--- config.mk ---
export PLATFORM = sky130hd
export DESIGN_NAME = switch_counter_ctrl
export DESIGN_NICKNAME = d
export VERILOG_FILES = /design/src/rtl/switch_counter_ctrl_pkg.sv /design/src/rtl/switch_counter_ctrl_tick_prescaler.sv /design/src/rtl/switch_counter_ctrl.sv
export SDC_FILE = /design/constraint.sdc
export NUM_CORES = 1
export LEC_CHECK = 0
export CAP_MARGIN = 25
export CORE_MARGIN = 1
export CORE_UTILIZATION = 64
export CTS_CLUSTER_SIZE = 20
export DETAILED_ROUTE_END_ITERATION = 16
export HOLD_SLACK_MARGIN = 0.06
export PLACE_DENSITY = 0.87
export SLEW_MARGIN = 5
export SYNTH_ARGS = -nofsm -noshare
export SYNTH_HDL_FRONTEND = slang
export SYNTH_HIERARCHICAL = 1
export SYNTH_SLANG_ARGS = --single-unit
--- constraint.sdc ---
create_clock -name clk -period 7.6 [get_ports clk]
set_clock_uncertainty 0.15 [all_clocks]
set_input_delay 1.52 -clock clk [delete_from_list [all_inputs] [get_ports clk]]
set_output_delay 1.52 -clock clk [all_outputs]
set_load 0.1 [all_outputs]
--- src/rtl/switch_counter_ctrl_pkg.sv ---
// switch_counter_ctrl_pkg: shared FSM state encoding and count-direction constants
package switch_counter_ctrl_pkg;
  typedef enum logic [2:0] {
    S_IDLE  = 3'd0,
    S_LOAD  = 3'd1,
    S_RUN   = 3'd2,
    S_PAUSE = 3'd3,
    S_DONE  = 3'd4
  } state_t;
  localparam logic DIR_DOWN = 1'b0;
  localparam logic DIR_UP   = 1'b1;
endpackage

--- src/rtl/switch_counter_ctrl_tick_prescaler.sv ---
// switch_counter_ctrl_tick_prescaler: divides clk into a one-cycle tick every TICK_DIV enabled cycles
// Ports: clk, rst (async active-low), clr (sync clear), en (count enable), tick (one-cycle pulse)
module switch_counter_ctrl_tick_prescaler #(
  parameter int TICK_DIV = 100_000_000
) (
  input  logic clk,
  input  logic rst,
  input  logic clr,
  input  logic en,
  output logic tick
);
  localparam int PW = $clog2(TICK_DIV);
  localparam logic [PW-1:0] LAST = PW'(TICK_DIV - 1);
  logic [PW-1:0] cnt;
  assign tick = en && cnt == LAST;
  always_ff @(posedge clk or negedge rst)
    if (!rst) cnt <= '0;
    else if (clr) cnt <= '0;
    else if (en) cnt <= tick ? '0 : cnt + 1'b1;
endmodule

--- src/rtl/switch_counter_ctrl.sv ---
// switch_counter_ctrl: switch-loaded up/down counter stepping at a prescaled rate with pause/resume
// Ports: clk, rst (async active-low), switch_in (load value/target), start, pause (toggle), mode_up,
//        led_out (live count), busy (LOAD/RUN/PAUSE), done (one-cycle completion pulse)
module switch_counter_ctrl
  import switch_counter_ctrl_pkg::*;
#(
  parameter int WIDTH    = 16,
  parameter int TICK_DIV = 100_000_000
) (
  input  logic             clk,
  input  logic             rst,
  input  logic [WIDTH-1:0] switch_in,
  input  logic             start,
  input  logic             pause,
  input  logic             mode_up,
  output logic [WIDTH-1:0] led_out,
  output logic             busy,
  output logic             done
);
  state_t state;
  logic [WIDTH-1:0] target, next_count;
  logic dir, tick, at_end;
  switch_counter_ctrl_tick_prescaler #(.TICK_DIV(TICK_DIV)) u_pre (
    .clk (clk),
    .rst (rst),
    .clr (state == S_LOAD),
    .en  (state == S_RUN),
    .tick(tick)
  );
  assign next_count = (dir == DIR_UP) ? led_out + 1'b1 : led_out - 1'b1;
  // Terminal check is on the post-step value, so the count never steps past 0 or target
  assign at_end = next_count == ((dir == DIR_UP) ? target : '0);
  always_ff @(posedge clk or negedge rst)
    if (!rst) begin
      state   <= S_IDLE;
      led_out <= '0;
      busy    <= 1'b0;
      done    <= 1'b0;
      target  <= '0;
      dir     <= DIR_DOWN;
    end else begin
      done <= 1'b0;
      // A start while busy restarts; a zero switch value aborts to IDLE with a cleared display
      if (start && (state == S_LOAD || state == S_RUN || state == S_PAUSE)) begin
        state <= (switch_in != '0) ? S_LOAD : S_IDLE;
        busy  <= switch_in != '0;
        if (switch_in == '0) led_out <= '0;
      end else
        case (state)
          S_IDLE:
            if (start && switch_in != '0) begin
              state <= S_LOAD;
              busy  <= 1'b1;
            end
          S_LOAD: begin
            target  <= switch_in;
            dir     <= mode_up;
            led_out <= (mode_up == DIR_UP) ? '0 : switch_in;
            state   <= S_RUN;
          end
          S_RUN:
            // A completing tick beats a simultaneous pause
            if (tick && at_end) begin
              led_out <= next_count;
              state   <= S_DONE;
              busy    <= 1'b0;
              done    <= 1'b1;
            end else begin
              if (tick) led_out <= next_count;
              if (pause) state <= S_PAUSE;
            end
          S_PAUSE: if (pause) state <= S_RUN;
          S_DONE:  state <= S_IDLE;
          default: state <= S_IDLE;
        endcase
    end
endmodule

# After elaboration in Yosys (flattened, before gate mapping)
# Index checks and enable logic that the tools add are counted.
# classes
addsub,3
eq_ne,11
muxes,25
n_bitwise,1
n_reduce_logical,16
# ops
operator,count
$mux 16,7
$mux 27,3
$pmux 16 s2,1
$add 27x1->27 const B,1
$eq 27x27->1 const B,1
$add 16x1->16 const B,1
$eq 16x16->1,1
$logic_not 16->1,1
$reduce_bool 16->1,1
$sub 16x1->16 const B,1
$mux 3,5
$pmux 3 s4,1
$reduce_and 3->1,3
$ne 4x4->1 const B,2
$mux 1,7
$eq 3x2->1 const B,2
$ne 3x3->1 const B,2
$reduce_bool 3->1,2
$logic_and 1x1->1,4
$eq 3x1->1 const B,1
$logic_not 3->1,1
$ne 3x2->1 const B,1
$logic_or 1x1->1,2
$ne 2x1->1 const B,1
4 further kinds,4
# totals
ff_bits,65
in_bits,21
out_inout_bits,18

# Longest topological paths before layout
# Gate-level depths: netlist of run 1.
# logic_depth
depth_word,7
depth_mapped,13
mapped_depth_nobuf,11

# Cells and area by module
# Netlist of run 1, hierarchy kept.
# modules_own_cells
mod,instances,cells_per_inst,area_per_inst_um2,seq_area_each_um2
switch_counter_ctrl,1,338,3065.4,950.9
switch_counter_ctrl_tick_prescaler,1,167,1581.5,675.6

# Worst setup path before layout of run 1
# OpenSTA, ideal clock, no wires.
# synth_path
path_type,reg-to-reg
start,reg led_out[0]
end,reg done
setup_time_ps,122
t_arrival_ps,3768
slack_ps,3560
stages_incl_launch_ff,12
path_cell_list,dfrtp_1 -> inv_1 -> fa_1 -> and2b_1 -> o211ai_1 -> a21oi_1 -> nor4_1 -> o2bb2ai_1 -> and4b_1 -> a211oi_1 -> or4_4 -> a2111oi_1
# synth_via
elab_chain_cells,7
elab_cells_between_ends,8
cone_classes,add/sub: 2; eq/ne: 1; mux: 4; reduce/logical: 1
# synth_rtl
item,line,text
from (decl),switch_counter_ctrl.sv:16,"output logic [WIDTH-1:0] led_out,"
from (signal assigned),switch_counter_ctrl.sv:58,led_out <= (mode_up == DIR_UP) ? '0 : switch_in;
from (signal assigned),switch_counter_ctrl.sv:64,led_out <= next_count;
from (signal assigned),switch_counter_ctrl.sv:69,if (tick) led_out <= next_count;
$sub 16x1->16 or $add 16x1->16 (tied branches),switch_counter_ctrl.sv:30,assign next_count = (dir == DIR_UP) ? led_out + 1'b1 : led_out - 1'b1;
$mux 16 (*),switch_counter_ctrl.sv:30,
$eq 16x16->1 (*),switch_counter_ctrl.sv:32,assign at_end = next_count == ((dir == DIR_UP) ? target : '0);
$logic_and 1x1->1 (*),switch_counter_ctrl.sv:63,if (tick && at_end) begin
$mux 1 (*),switch_counter_ctrl.sv:63,
$mux 1 (*),switch_counter_ctrl.sv:49,case (state)
$mux 1 (*),switch_counter_ctrl.sv:44,if (start && (state == S_LOAD || state == S_RUN || state == S_PAUSE)) begin
to (signal assigned),switch_counter_ctrl.sv:38,done <= 1'b0;
to (signal assigned),switch_counter_ctrl.sv:42,done <= 1'b0;
to (signal assigned),switch_counter_ctrl.sv:67,done <= 1'b1;
to (decl),switch_counter_ctrl.sv:18,output logic done
# Every way passes the cells marked *; elsewhere a longest branch is shown, timed or not.
# A chain may end at the register's enable or synchronous reset.

# Final worst setup path of run 1
# layout_path
start,reg dir
end,reg done
# layout_via
elab_chain_cells,6
elab_cells_between_ends,7
cone_classes,eq/ne: 1; mux: 5; reduce/logical: 1
# layout_rtl
item,line,text
from (decl),switch_counter_ctrl.sv:22,"logic dir, tick, at_end;"
from (signal assigned),switch_counter_ctrl.sv:57,dir <= mode_up;
$mux 16 (on tied branches),"switch_counter_ctrl.sv:30, switch_counter_ctrl.sv:32",
$eq 16x16->1 (*),switch_counter_ctrl.sv:32,
$logic_and 1x1->1 (*),switch_counter_ctrl.sv:63,
$mux 1 (*),switch_counter_ctrl.sv:63,
$mux 1 (*),switch_counter_ctrl.sv:49,
$mux 1 (*),switch_counter_ctrl.sv:44,
# Marked as above.

==> run summary, run 1 <==
The run gives 5070 um2 as the area after detailed placement. Pin placement for this block handled 39 I/O pins. Setup slack on the worst reg-to-reg path comes out at 2.82 ns. In this run the deepest clock path goes through 2 buffers. Number of clock buffers inserted by TritonCTS: 9. Most frequently used flop master after synthesis: sky130_fd_sc_hd__dfrtp_1. Leaving out filler cells and counting taps, the final layout contains 639. In this design, the stage delay of the slowest critical-path cell is 0.77 ns.

Endpoint class of the critical path: a flip-flop. Clock-pin slew was measured on the worst setup and hold paths at 0.07 ns. The run gives 0 as the overall overflow remaining after global route.

For the number of slew-limit violations in the final report, the log shows 0. The signal on the critical path passes through inv_1 -> ha_1 -> o211ai_1 -> a21oi_1 -> nor4_1 -> o2bb2ai_1 -> and4b_1 -> a211oi_1 -> or4_4 -> a2111oi_1. The top cell type by total area after synthesis is sky130_fd_sc_hd__dfrtp_1. Counting flops and latches in the post-synthesis netlist gives 65. Counting every net in the synthesized netlist gives 542. The initialized floorplan defines 30 standard-cell rows.

The tools report the worst-skew pair later-pin latency as 0.35 ns. The worst hold path begins at target[15]. The actual slew at the worst max-slew pin came out at 0.974 ns. The mapped netlist covers 4650 um2.

The number of antenna diodes in the final layout is 0. Library cell contributing the largest single delay on the critical path: sky130_fd_sc_hd__dfrtp_1. Entering global routing, the biggest net connects 66 pins. The fraction of the yosys area taken by sequential cells was 35.0%; the layout overhead on the synthesized area was 12.9%. CTS saw 65 sinks. The width of the chip came out at 87.2 um. The run finished with clean final reports.

Counting cells, the worst reg-to-reg path comes to 10. The first global-routing pass estimated 19.9 mm of wire. For the detailed-router iteration count before antenna repair, the log shows 5.

Detailed routing inserted a total of 4248 vias. After detailed routing, the number of remaining DRC violations is 0. Port buffering added 38 buffers. The average wire per cell in the routed design is 18.9 um.

The worst reg2reg path startpoint is dir. The logs give 5250 um2 for the final non-filler cell area and 0 for the final-report hold violation count. Power spread over the standard cell area amounts to 294 nW/um2.

Post-CTS timing repair inserted 0 buffers for setup. Placer congestion estimate: 0.920. The run gives 319 as the initial DRC count.

Setup repair after global routing left no endpoint under its margin. The type of the setup path with the least slack was flip-flop to flip-flop. The clock tree synthesis step divided the H-tree into 3 levels.

In this run, synthesis inferred 0 flip-flops with an integrated enable. The mean post-synth cell area works out to 9.20 um2. Class of the tightest hold or removal check: flip-flop to flip-flop. Once layout is complete, the utilization of the core stands at 76.0%.

Setup total negative slack on the finished layout was measured at 0 ns. Root buffer cell: sky130_fd_sc_hd__clkbuf_8. The library cell with the highest instance count after synthesis was sky130_fd_sc_hd__dfrtp_1. Among cell families on the critical path, the largest total delay comes from compound AO/OA/AOI/OAI gates. In this run the worst path has a maximum fanout of 21. The minimum clock period after layout is 4.78 ns.

The reg-to-reg critical path endpoint is done. Number of antenna violations at the first check in global routing: 0. The run gives 34.9% as the headroom to the max-slew limit. Once the floorplan was initialized, standard cells occupied 67.3% of the core.

TritonCTS built the clock tree. Fill cells in the final layout number 531. The cell count after synthesis was 505; the fraction of final layout cells with drive strength greater than 1 was 10.9%. Derived from the worst setup path, the maximum achievable clock frequency is 209 MHz. The remaining antenna violation count after routing was 0; the worst-case vdd ir drop was 0.200 mV. The logs give 7610 um2 for the area enclosed by the die boundary and 6 for the number of synthesis warnings. The vertical die dimension was 87.2 um; the total instance count after detailed placement was 623. The data required time at the worst endpoint was 7.63 ns; the number of cells on the worst hold path was 1. Data arrives at the worst endpoint at 4.81 ns. For this run, the total global-route usage over all layers was measured as 34.2%.

The final critical path takes up 62.8% of the cycle. Registers take 1630 um2. Summed over all nets, the half-perimeter wirelength after detailed placement is 8.45 mm.

The count of buffer and inverter cells on the critical path is 1. The number of global-route vias before repair is 4103. Synthesis instantiated 85 different standard cells from the library. After detailed routing, the number of vias per cell comes to 6.65. Across the run, the number of max-cap violations was 0.

The routed design has 12.1 mm of wire. The tightest hold path in the finished design has a slack of 0.366 ns. In the post-synthesis netlist, the biggest area contributors are sky130_fd_sc_hd__dfrtp_1, sky130_fd_sc_hd__mux2_2, sky130_fd_sc_hd__ha_1. The tools report the area of combinational cells with multiple inputs as 2870 um2. In this run, post-CTS hold repair placed 0 buffers.

The tools report the leakage power as 2.17 nW. Final net count: 575. For hold timing, the worst endpoint is target[15].

The worst setup path is launched from a flip-flop. The total area inside the core boundary comes to 6910 um2. Fraction of synthesis flops using an asynchronous set or reset pin: 100%. By count the netlist is led by sky130_fd_sc_hd__dfrtp_1, sky130_fd_sc_hd__nor2_1, sky130_fd_sc_hd__nand2_1.

The number of endpoints failing setup at the final stage was 0. Post-cts gate resize count: 0. The synthesized design devotes to its leading area cell type 35.0% of total area.
## per-stage QoR
step | setup slack (ns) | total power [W]
final | 2.82 | 0.00154
after global routing | 2.59 | 0.00163
after CTS | 2.91 | 0.00153
after detailed placement | 2.98 | 0.00126
after global placement | 3.13 | 0.00124
after floorplan | 3.56 | 0.00108
## cells in the final DEF, fill, tap and decap left out, types with 4 or more instances in the layout
cell                              netlist  layout
sky130_fd_sc_hd__nor4b_1                4       4
sky130_fd_sc_hd__a21o_1                 5       5
sky130_fd_sc_hd__ha_1                  15      15
sky130_fd_sc_hd__and2_1                 5       5
sky130_fd_sc_hd__clkdlybuf4s50_1        0      37
sky130_fd_sc_hd__inv_1                 13      13
sky130_fd_sc_hd__nor2_1                50      50
sky130_fd_sc_hd__a22oi_1                9       9
sky130_fd_sc_hd__xor2_1                19      19
sky130_fd_sc_hd__nand2_1               39      39
sky130_fd_sc_hd__o31ai_1                4       4
sky130_fd_sc_hd__clkbuf_8               0      10
sky130_fd_sc_hd__nor4_1                14      13
sky130_fd_sc_hd__nand4_1               15      15
sky130_fd_sc_hd__o21a_1                 4       4
sky130_fd_sc_hd__nor2b_1                9       9
sky130_fd_sc_hd__nand3_1               15      15
sky130_fd_sc_hd__o21ai_0               22      22
sky130_fd_sc_hd__nand2b_1               7       7
sky130_fd_sc_hd__a211oi_1               6       6
sky130_fd_sc_hd__or3_1                  5       5
sky130_fd_sc_hd__xnor2_1               20      20
sky130_fd_sc_hd__dfrtp_1               65      65
sky130_fd_sc_hd__nor3_1                12      12
sky130_fd_sc_hd__and3_1                 6       6
sky130_fd_sc_hd__a21oi_1               21      21
sky130_fd_sc_hd__mux2_2                17      17
sky130_fd_sc_hd__buf_4                  1       5
## area by class of cell
class	instances	area share, %
repair buffers	43	7.87
well taps	96	2.29
flip-flops and latches	65	31.0
inverters	13	0.930
clock buffers	11	2.69
multi-input cells	406	54.6
clock inverters	5	0.596
## worst max-delay path by stage
stage / slack, ns / to / cells past startpoint / startpoint
detailed placement: 2.98 / done / 10 / dir
CTS: 2.91 / done / 10 / dir
finish: 2.82 / done / 10 / dir
global route: 2.59 / done / 11 / dir
global placement: 3.13 / done / 10 / dir
floorplan: 3.56 / done / 11 / led_out[0]
## worst register-to-register path, delay by kind of cell (launching register included)
kind	cells	cell delay, ns
adders and majority gates	1	0.65
and+or+nand+nor	3	0.88
buffers and inverters	1	0.52
AOI/OAI and AO/OA	5	1.64
DFF	1	0.77
## logic make-up (layout without fill, tap and decap cells)
group | count (synthesis) | in the layout | synth area share, %
AOI/OAI and AO/OA | 114 | 114 | 17.8
muxes | 17 | 17 | 4.12
adders and majority gates | 16 | 16 | 4.47
DFF | 65 | 65 | 35.0
and+or+nand+nor | 217 | 217 | 26.2
buffers and inverters | 34 | 72 | 3.55
xor gates and xnor gates | 42 | 42 | 8.86
## sequential cells by signal, indices dropped and copies added, names as in the netlist
name	cells
u_pre/cnt	27
target	16
busy	1
dir	1
done	1
state	3
led_out	16
## routing by layer
metal,wire [um],vias up,global-route usage [%],share of wire (%)
li1,-,1953,-,-
met1,5250,2050,45.8,44
met2,5620,205,53.7,47
met3,820,40,6.82,6.8
met4,372,0,15.9,3.1
met5,0,-,0,0
## power by group
part	switching (W)	internal [W]	total, W
sequential	0.0000513	0.000388	0.000439
clock	0.000140	0.000126	0.000266
combinational	0.000520	0.000319	0.000838
total	0.000711	0.000833	0.00154
(Power assumes the default switching activity.)
==> run 2: changes to the inputs <==
- CORE_UTILIZATION: 64 -> 53
- PLACE_DENSITY: 0.87 -> 0.77
- clock period: 7.6 -> 4.3 ns (I/O delays scaled with it)
==> run summary, run 2 (synthesis gave the netlist of run 1 again) <==
The tools report the remaining antenna violation count after routing as 0 (unchanged). The data required time at the worst endpoint is 4.39 ns (was 7.63 ns). The power per standard cell area is 526 nW/um2 (was 294 nW/um2), and the count of unresolved DRC violations after routing is 0 (unchanged). The layout overhead on the synthesized area is 14.8% (was 12.9%). For the placer congestion estimate, the log shows 0.923 (was 0.920). The count of buffer and inverter cells on the critical path came out at 1 (unchanged). The total global-route track usage is 27.5% (was 34.2%), and the sequential group share of total power is 27.2% (was 28.5%).

Minimum clock period after layout: 3.85 ns (was 4.78 ns). The register with the highest flop count is u_pre/cnt (unchanged). The worst-case reg-to-reg path depth was 11 (was 10). The final net count came out at 579 (was 575). For the combinational cell fraction of total power, the log shows 53.3% (was 54.3%). The number of global-route vias before repair is 3853 (was 4103). The class of the tightest hold or removal check is input port to async pin (was flip-flop to flip-flop). The maximum clock rate was 260 MHz (was 209 MHz); the reported max-cap violation count was 0 (unchanged).

The most common library cell in the layout ignoring fill and taps was sky130_fd_sc_hd__dfrtp_1 (unchanged). The final-report hold violation count is 0 (unchanged). For the switching component of the power, the log shows 0.00128 W (was 0.000711 W).

The post-cts gate resize count was 0 (unchanged); the vertical die dimension was 95.6 um (was 87.2 um). The ratio of routed vias to standard cells works out to 6.27 (was 6.65). The root buffer cell was sky130_fd_sc_hd__clkbuf_8 (unchanged).

The arrival time of the worst setup path is 3.93 ns (was 4.81 ns). Commonest non-fill, non-tap cells in the layout: sky130_fd_sc_hd__dfrtp_1, sky130_fd_sc_hd__nor2_1, sky130_fd_sc_hd__nand2_1 (unchanged). For the H-tree depth, the log shows 3 (unchanged). For the number of antenna cells inserted, the log shows 0 (unchanged).

The flip-flop count of the largest register after layout was 27 (unchanged). The overall overflow remaining after global route was 0 (unchanged); the actual slew at the worst max-slew pin was 0.972 ns (was 0.974 ns). Clock slew seen by the registers of the worst setup and hold paths: 0.08 ns (was 0.07 ns).

The setup TNS is 0 ns (unchanged), and the core area is 8340 um2 (was 6910 um2). The buffer depth of the longest clock path was 2 (unchanged); the headroom to the max-slew limit was 35.0% (was 34.9%). The logs give 63.9% (was 76.0%) for the utilization of the core after routing and 0 (unchanged) for the number of antenna violations at the first check in global routing.

The tools report the initial DRC count as 314 (was 319). The worst-case vdd ir drop is 0.362 mV (was 0.200 mV). The run gives 19.1 mm (was 19.9 mm) as the wire length of the first global-routing pass. The kind of cell adding the most delay to the critical path is compound AO/OA/AOI/OAI gates (unchanged). The switching fraction of total power works out to 45.5% (was 46.0%). The type of the setup path with the least slack was flip-flop to flip-flop (unchanged). The tools report the number of hold buffers added after cts as 0 (unchanged). Cell chain of the critical path: inv_1 -> fa_1 -> and2b_1 -> o211ai_1 -> a21oi_1 -> nor4_1 -> o2bb2ai_1 -> and4b_1 -> a211oi_1 -> or4_4 -> a2111oi_1 (was inv_1 -> ha_1 -> o211ai_1 -> a21oi_1 -> nor4_1 -> o2bb2ai_1 -> and4b_1 -> a211oi_1 -> or4_4 -> a2111oi_1).

The number of standard-cell rows in the floorplan came out at 33 (was 30). TritonCTS built the clock tree. Internal power: 0.00153 W (was 0.000833 W). Fraction of power consumed by the clock network: 19.5% (was 17.2%). The flow ran to the end, and the final reports show no timing, DRC or antenna violations. The tools report the post-detailed-routing wire length as 11.8 mm (was 12.1 mm).

The highest net fanout along the worst path works out to 6 (was 21). Leakage power: 2.20 nW (was 2.17 nW). The run gives 0.36 ns (was 0.35 ns) as the worst-skew pair later-pin latency.

The tools report the element type at the critical path start as a flip-flop (unchanged). The number of slew-limit violations in the final report is 0 (unchanged), and the post-CTS setup-driven buffer insertion count is 0 (unchanged). Setup repair after global routing left no endpoint under its margin. The port buffer count was 38 (unchanged).

The tools report the endpoint class of the critical path as a flip-flop (unchanged). For the count of pins on the block boundary, the log shows 39 (unchanged). The setup slack on the worst flop-to-flop path is 0.45 ns (was 2.82 ns), and the number of endpoints failing setup at the final stage is 0 (unchanged).

The tools report the detailed-router iteration count before antenna repair as 5 (unchanged). The ratio of final minimum period to clock period is 89.5% (was 62.8%), and the average wire per cell in the routed design is 18.2 um (was 18.9 um). The run gives 9150 um2 (was 7610 um2) as the area enclosed by the die boundary. The width of the chip was 95.6 um (was 87.2 um); the maximum number of pins on one net before global-route repair was 44 (was 66).

The run gives 55.7% (was 67.3%) as the initial cell density of the core. The filler cell count in the final layout was 699 (was 531); the count of vias placed by the detailed router was 4090 (was 4248). The library cell contributing the largest single delay on the critical path was sky130_fd_sc_hd__or4_4 (was sky130_fd_sc_hd__dfrtp_1). Fraction of final layout cells with drive strength greater than 1: 11.7% (was 10.9%). Reg-to-reg critical path endpoint: done (unchanged). The tools report the worst reg2reg path startpoint as led_out[0] (was dir). Registers with the highest flip-flop counts: u_pre/cnt: 27 flops, led_out: 16 flops, target: 16 flops (unchanged). The largest stage delay on the critical path is 0.51 ns (was 0.77 ns), and the half-perimeter wire length after placement is 8.49 mm (was 8.45 mm). The clock sink count came out at 65 (unchanged). For the number of clock buffers inserted by TritonCTS, the log shows 9 (unchanged).
[run 2: changes by cell type in the layout (fill, tap and decap cells not counted)]
cell	delta
sky130_fd_sc_hd__buf_12	+1
sky130_fd_sc_hd__buf_4	+3
sky130_fd_sc_hd__bufinv_16	+1
sky130_fd_sc_hd__clkbuf_1	-1
sky130_fd_sc_hd__clkbuf_8	-1
sky130_fd_sc_hd__clkinv_2	-2
sky130_fd_sc_hd__clkinv_4	+2
sky130_fd_sc_hd__inv_8	+1
[run 2: worst reg2reg max path: stages, from the launching register on]
cell and delay (ns):
sky130_fd_sc_hd__dfrtp_1 0.44, sky130_fd_sc_hd__inv_1 0.15, sky130_fd_sc_hd__fa_1 0.48, sky130_fd_sc_hd__and2b_1 0.25
sky130_fd_sc_hd__o211ai_1 0.12, sky130_fd_sc_hd__a21oi_1 0.39, sky130_fd_sc_hd__nor4_1 0.10, sky130_fd_sc_hd__o2bb2ai_1 0.41
sky130_fd_sc_hd__and4b_1 0.26, sky130_fd_sc_hd__a211oi_1 0.11, sky130_fd_sc_hd__or4_4 0.51, sky130_fd_sc_hd__a2111oi_1 0.37
[run 2: worst max-delay path by stage]
stage / slack [ns] / start / depth (start not counted) / to
final: 0.45 / led_out[0] / 11 / done
after floorplan: 0.26 / led_out[0] / 11 / done
after CTS: 0.50 / led_out[0] / 11 / done
after global placement: 0.53 / led_out[0] / 11 / state[2]
after detailed placement: 0.53 / led_out[0] / 11 / done
after global routing: 0.22 / led_out[0] / 11 / done
[run 2: per-layer routing]
| metal | GRT usage (%) | wire (um) | vias to the layer above |
|---|---|---|---|
| met5 | 0 | 0 | - |
| met2 | 41.7 | 5230 | 158 |
| met4 | 9.58 | 161 | 0 |
| met1 | 39.2 | 5650 | 1948 |
| li1 | - | - | 1967 |
| met3 | 5.34 | 792 | 17 |
[run 2: power by group through the flow]
stage	registers, W	logic [W]	clock network, W
floorplan	0.000986	0.000926	0
global placement	0.000771	0.00143	0
detailed placement	0.000773	0.00146	0
CTS	0.000762	0.00147	0.000560
global route	0.000773	0.00162	0.000587
finish	0.000763	0.00149	0.000549
[run 2: per-stage QoR]
step	area (um2)	instances	hold WS, ns	power (W)	worst slack, ns
2_1_floorplan	4650	505	0.331	0.00191	0.260
3_3_place_gp	5110	635	0.341	0.00220	0.532
3_5_place_dp	5110	635	0.358	0.00224	0.529
4_1_cts	5310	651	0.377	0.00280	0.505
5_1_grt	5330	652	0.284	0.00298	0.216
6_report	5330	652	0.264	0.00281	0.453
[run 2: final cells by class]
cell class	instances	area, um2	share of cell area [%]
clock buffer	9	124	2.32
clock inverter	7	80.1	1.50
inverter	13	48.8	0.915
multi-input combinational	406	2870	53.8
sequential	65	1630	30.5
tap	105	131	2.46
timing repair buffer	47	455	8.54
==> run 3: changes to the inputs <==
- CAP_MARGIN: 25 -> 20
- CELL_PAD_IN_SITES_DETAIL_PLACEMENT: unset -> 0
- CELL_PAD_IN_SITES_GLOBAL_PLACEMENT: unset -> 2
- CORE_UTILIZATION: 53 -> 33
- GPL_TIMING_DRIVEN: unset -> 0
- PLACE_DENSITY: 0.77 -> unset
- PLACE_DENSITY_LB_ADDON: unset -> 0.1
==> run summary, run 3 (synthesis gave the netlist of run 1 again) <==
The number of endpoints failing setup at the final stage is 0 (unchanged), and the clock sink count is 65 (unchanged). The number of clock buffers inserted by TritonCTS came out at 9 (unchanged). The run gives 0 (unchanged) as the remaining antenna violation count after routing. The final-report hold violation count is 0 (unchanged), and the switching fraction of total power is 43.7% (was 45.5%).

Wire length of the first global-routing pass: 22.1 mm (was 19.1 mm). The clock slew seen by the registers of the worst setup and hold paths was 0.06 ns (was 0.08 ns); the ratio of routed vias to standard cells was 5.50 (was 6.27). The fraction of final layout cells with drive strength greater than 1 came out at 13.6% (was 11.7%). Cell chain of the critical path: clkbuf_4 -> clkinvlp_4 -> buf_4 -> ha_1 -> and3_1 -> o21ai_0 -> a21oi_2 -> o21ai_2 -> xnor2_1 -> and4b_1 -> a211oi_1 -> or4_4 -> a2111oi_1 (was inv_1 -> fa_1 -> and2b_1 -> o211ai_1 -> a21oi_1 -> nor4_1 -> o2bb2ai_1 -> and4b_1 -> a211oi_1 -> or4_4 -> a2111oi_1). The highest net fanout along the worst path was 11 (was 6); the maximum number of pins on one net before global-route repair was 60 (was 44). Registers with the highest flip-flop counts: u_pre/cnt: 27 flops, led_out: 16 flops, target: 16 flops (unchanged). The run gives 0 (unchanged) as the number of slew-limit violations in the final report.

The class of the tightest hold or removal check is input port to async pin (unchanged). The total global-route track usage came out at 20.3% (was 27.5%). The total power is 0.00310 W (was 0.00281 W), and the placer congestion estimate is 0.822 (was 0.923). Worst-case vdd ir drop: 0.221 mV (was 0.362 mV). The average wire per cell in the routed design came out at 18.7 um (was 18.2 um). The number of antenna violations at the first check in global routing is 0 (unchanged).

For the count of pins on the block boundary, the log shows 39 (unchanged). The flow ran to the end, and the final reports show no timing, DRC or antenna violations. The actual slew at the worst max-slew pin is 0.985 ns (was 0.972 ns), and the number of antenna cells inserted is 0 (unchanged). Port buffer count: 38 (unchanged).

The library cell contributing the largest single delay on the critical path is sky130_fd_sc_hd__or4_4 (unchanged). The tools report the root buffer cell as sky130_fd_sc_hd__clkbuf_16 (was sky130_fd_sc_hd__clkbuf_8). Last element of the critical path: done (unchanged).

The buffer depth of the longest clock path is 2 (unchanged), and the power per standard cell area is 546 nW/um2 (was 526 nW/um2). The tools report the sequential group share of total power as 24.6% (was 27.2%). The initial cell density of the core was 34.4% (was 55.7%); the worst-skew pair later-pin latency was 0.34 ns (was 0.36 ns).

For the maximum clock rate, the log shows 244 MHz (was 260 MHz). The final cell count without fillers was 741 (was 652). The most common library cell in the layout ignoring fill and taps was sky130_fd_sc_hd__dfrtp_1 (unchanged).

The internal power was 0.00175 W (was 0.00153 W). The tools report the data required time at the worst endpoint as 4.36 ns (was 4.39 ns). The initial DRC count was 266 (was 314); the count of unresolved DRC violations after routing was 0 (unchanged). Setup repair after global routing left no endpoint under its margin. The type of the setup path with the least slack was flip-flop to flip-flop (unchanged).

The startpoint of the worst setup timing path is dir (was led_out[0]). The leakage power was 2.28 nW (was 2.20 nW). The endpoint class of the critical path is a flip-flop (unchanged). The overall overflow remaining after global route is 0 (unchanged), and the ratio of final minimum period to clock period is 95.4% (was 89.5%). Flip-flop count of the largest register after layout: 27 (unchanged).

Final net count: 597 (was 579). The vertical die dimension is 121 um (was 95.6 um), and the area enclosed by the die boundary is 14600 um2 (was 9150 um2). The run gives 3956 (was 3853) as the number of global-route vias before repair.

Post-detailed-routing wire length: 13.9 mm (was 11.8 mm). The core area is 13500 um2 (was 8340 um2). The width of the chip was 121 um (was 95.6 um). For the count of vias placed by the detailed router, the log shows 4079 (was 4090). Worst reg2reg path startpoint: dir (was led_out[0]). The tools report the total instance count after detailed placement as 721 (was 635). The tools report the combinational cell fraction of total power as 51.9% (was 53.3%). The element type at the critical path start was a flip-flop (unchanged). The reported max-cap violation count came out at 0 (unchanged). Commonest non-fill, non-tap cells in the layout: sky130_fd_sc_hd__dfrtp_1, sky130_fd_sc_hd__nor2_1, sky130_fd_sc_hd__nand2_1 (unchanged). The minimum clock period after layout was 4.10 ns (was 3.85 ns); the largest stage delay on the critical path was 0.53 ns (was 0.51 ns).

The worst-case reg-to-reg path depth came out at 13 (was 11). The switching component of the power came out at 0.00136 W (was 0.00128 W). The run gives 4.16 ns (was 3.93 ns) as the arrival time of the worst setup path. The number of standard-cell rows in the floorplan is 42 (was 33). Headroom to the max-slew limit: 34.1% (was 35.0%). The layout overhead on the synthesized area is 22.3% (was 14.8%), and the setup slack on the worst flop-to-flop path is 0.20 ns (was 0.45 ns).

For the detailed-router iteration count before antenna repair, the log shows 6 (was 5). TritonCTS built the clock tree. H-tree depth: 3 (unchanged). Reg-to-reg critical path endpoint: done (unchanged).

The fraction of power consumed by the clock network was 23.6% (was 19.5%). Register with the highest flop count: u_pre/cnt (unchanged). The half-perimeter wire length after placement came out at 10.2 mm (was 8.49 mm).
## run 3: changes by cell type in the layout (fill, tap and decap cells not counted), sizes merged
cell	delta
clkbuf	+15
buf	+4
clkinvlp	+2
inv	-2
clkinv	-1
## run 3: how the worst min path moves through the flow
| stage | startpoint | end | slack [ns] | cells after the start |
|---|---|---|---|---|
| 3_3_place_gp | target[2] | target[2] | 0.34 | 1 |
| 2_1_floorplan | target[2] | target[2] | 0.33 | 1 |
| 4_1_cts | rst | led_out[4] | 0.19 | 1 |
| 3_5_place_dp | target[2] | target[2] | 0.35 | 1 |
| 6_report | rst | led_out[4] | 0.20 | 1 |
| 5_1_grt | rst | led_out[4] | 0.19 | 1 |
## run 3: cell type report
class                           count  area, um2
Timing Repair inverter              1       5.00
Clock buffer                       11        233
Clock inverter                      5       56.3
Timing Repair Buffer               44        443
Tap cell                          176        220
Multi-Input combinational cell    406       2930
Buffer                             20        116
Inverter                           13       52.6
Fill cell                        1356       7820
Sequential cell                    65       1630
## run 3: worst max-delay path, delay by kind of cell (launching register included)
family | cells | cell delay (ns)
AO/OA/AOI/OAI | 5 | 1.12
flip-flops | 1 | 0.38
AND/OR/NAND/NOR | 3 | 1.00
buffers and inverters | 3 | 0.71
XOR/XNOR | 1 | 0.25
adder cells (fa/ha/maj) | 1 | 0.36
## run 3: metal layers
metal  track usage [%]  part of all wire, %
met2              28.1                   41
met4              6.40                  1.2
met1              31.4                   54
met5                 0                    0
met3              3.54                  3.9
## run 3: repair_timing
| action | CTS | global route |
|---|---|---|
| cloned | 1 | 0 |
| pin swaps | 0 | 2 |
| endpoints found under the setup margin | 5 | 5 |
| hold buffers | 0 | 0 |
| endpoints found under the hold margin | 0 | 0 |
| resized for setup | 8 | 7 |
| buffers inserted | 3 | 1 |
## run 3: power groups by stage
stage	Sequential (W)	Clock, W	Combinational, W
2_1_floorplan	0.000986	0	0.000926
3_3_place_gp	0.000769	0	0.00152
3_5_place_dp	0.000773	0	0.00153
4_1_cts	0.000762	0.000748	0.00158
5_1_grt	0.000774	0.000772	0.00175
6_report	0.000762	0.000732	0.00161
## run 3: through the flow
stage	setup WS (ns)	hold WS, ns	utilization, %	cell area [um2]	setup TNS (ns)
after floorplan	0.260	0.331	-	4650	0
after global placement	-0.667	0.342	38.9	5250	-23.53
after detailed placement	-0.674	0.346	39.2	5290	-3.18
after CTS	0.119	0.188	41.8	5650	0
after global routing	0.0273	0.194	42.1	5680	0
final	0.199	0.196	42.1	5680	0
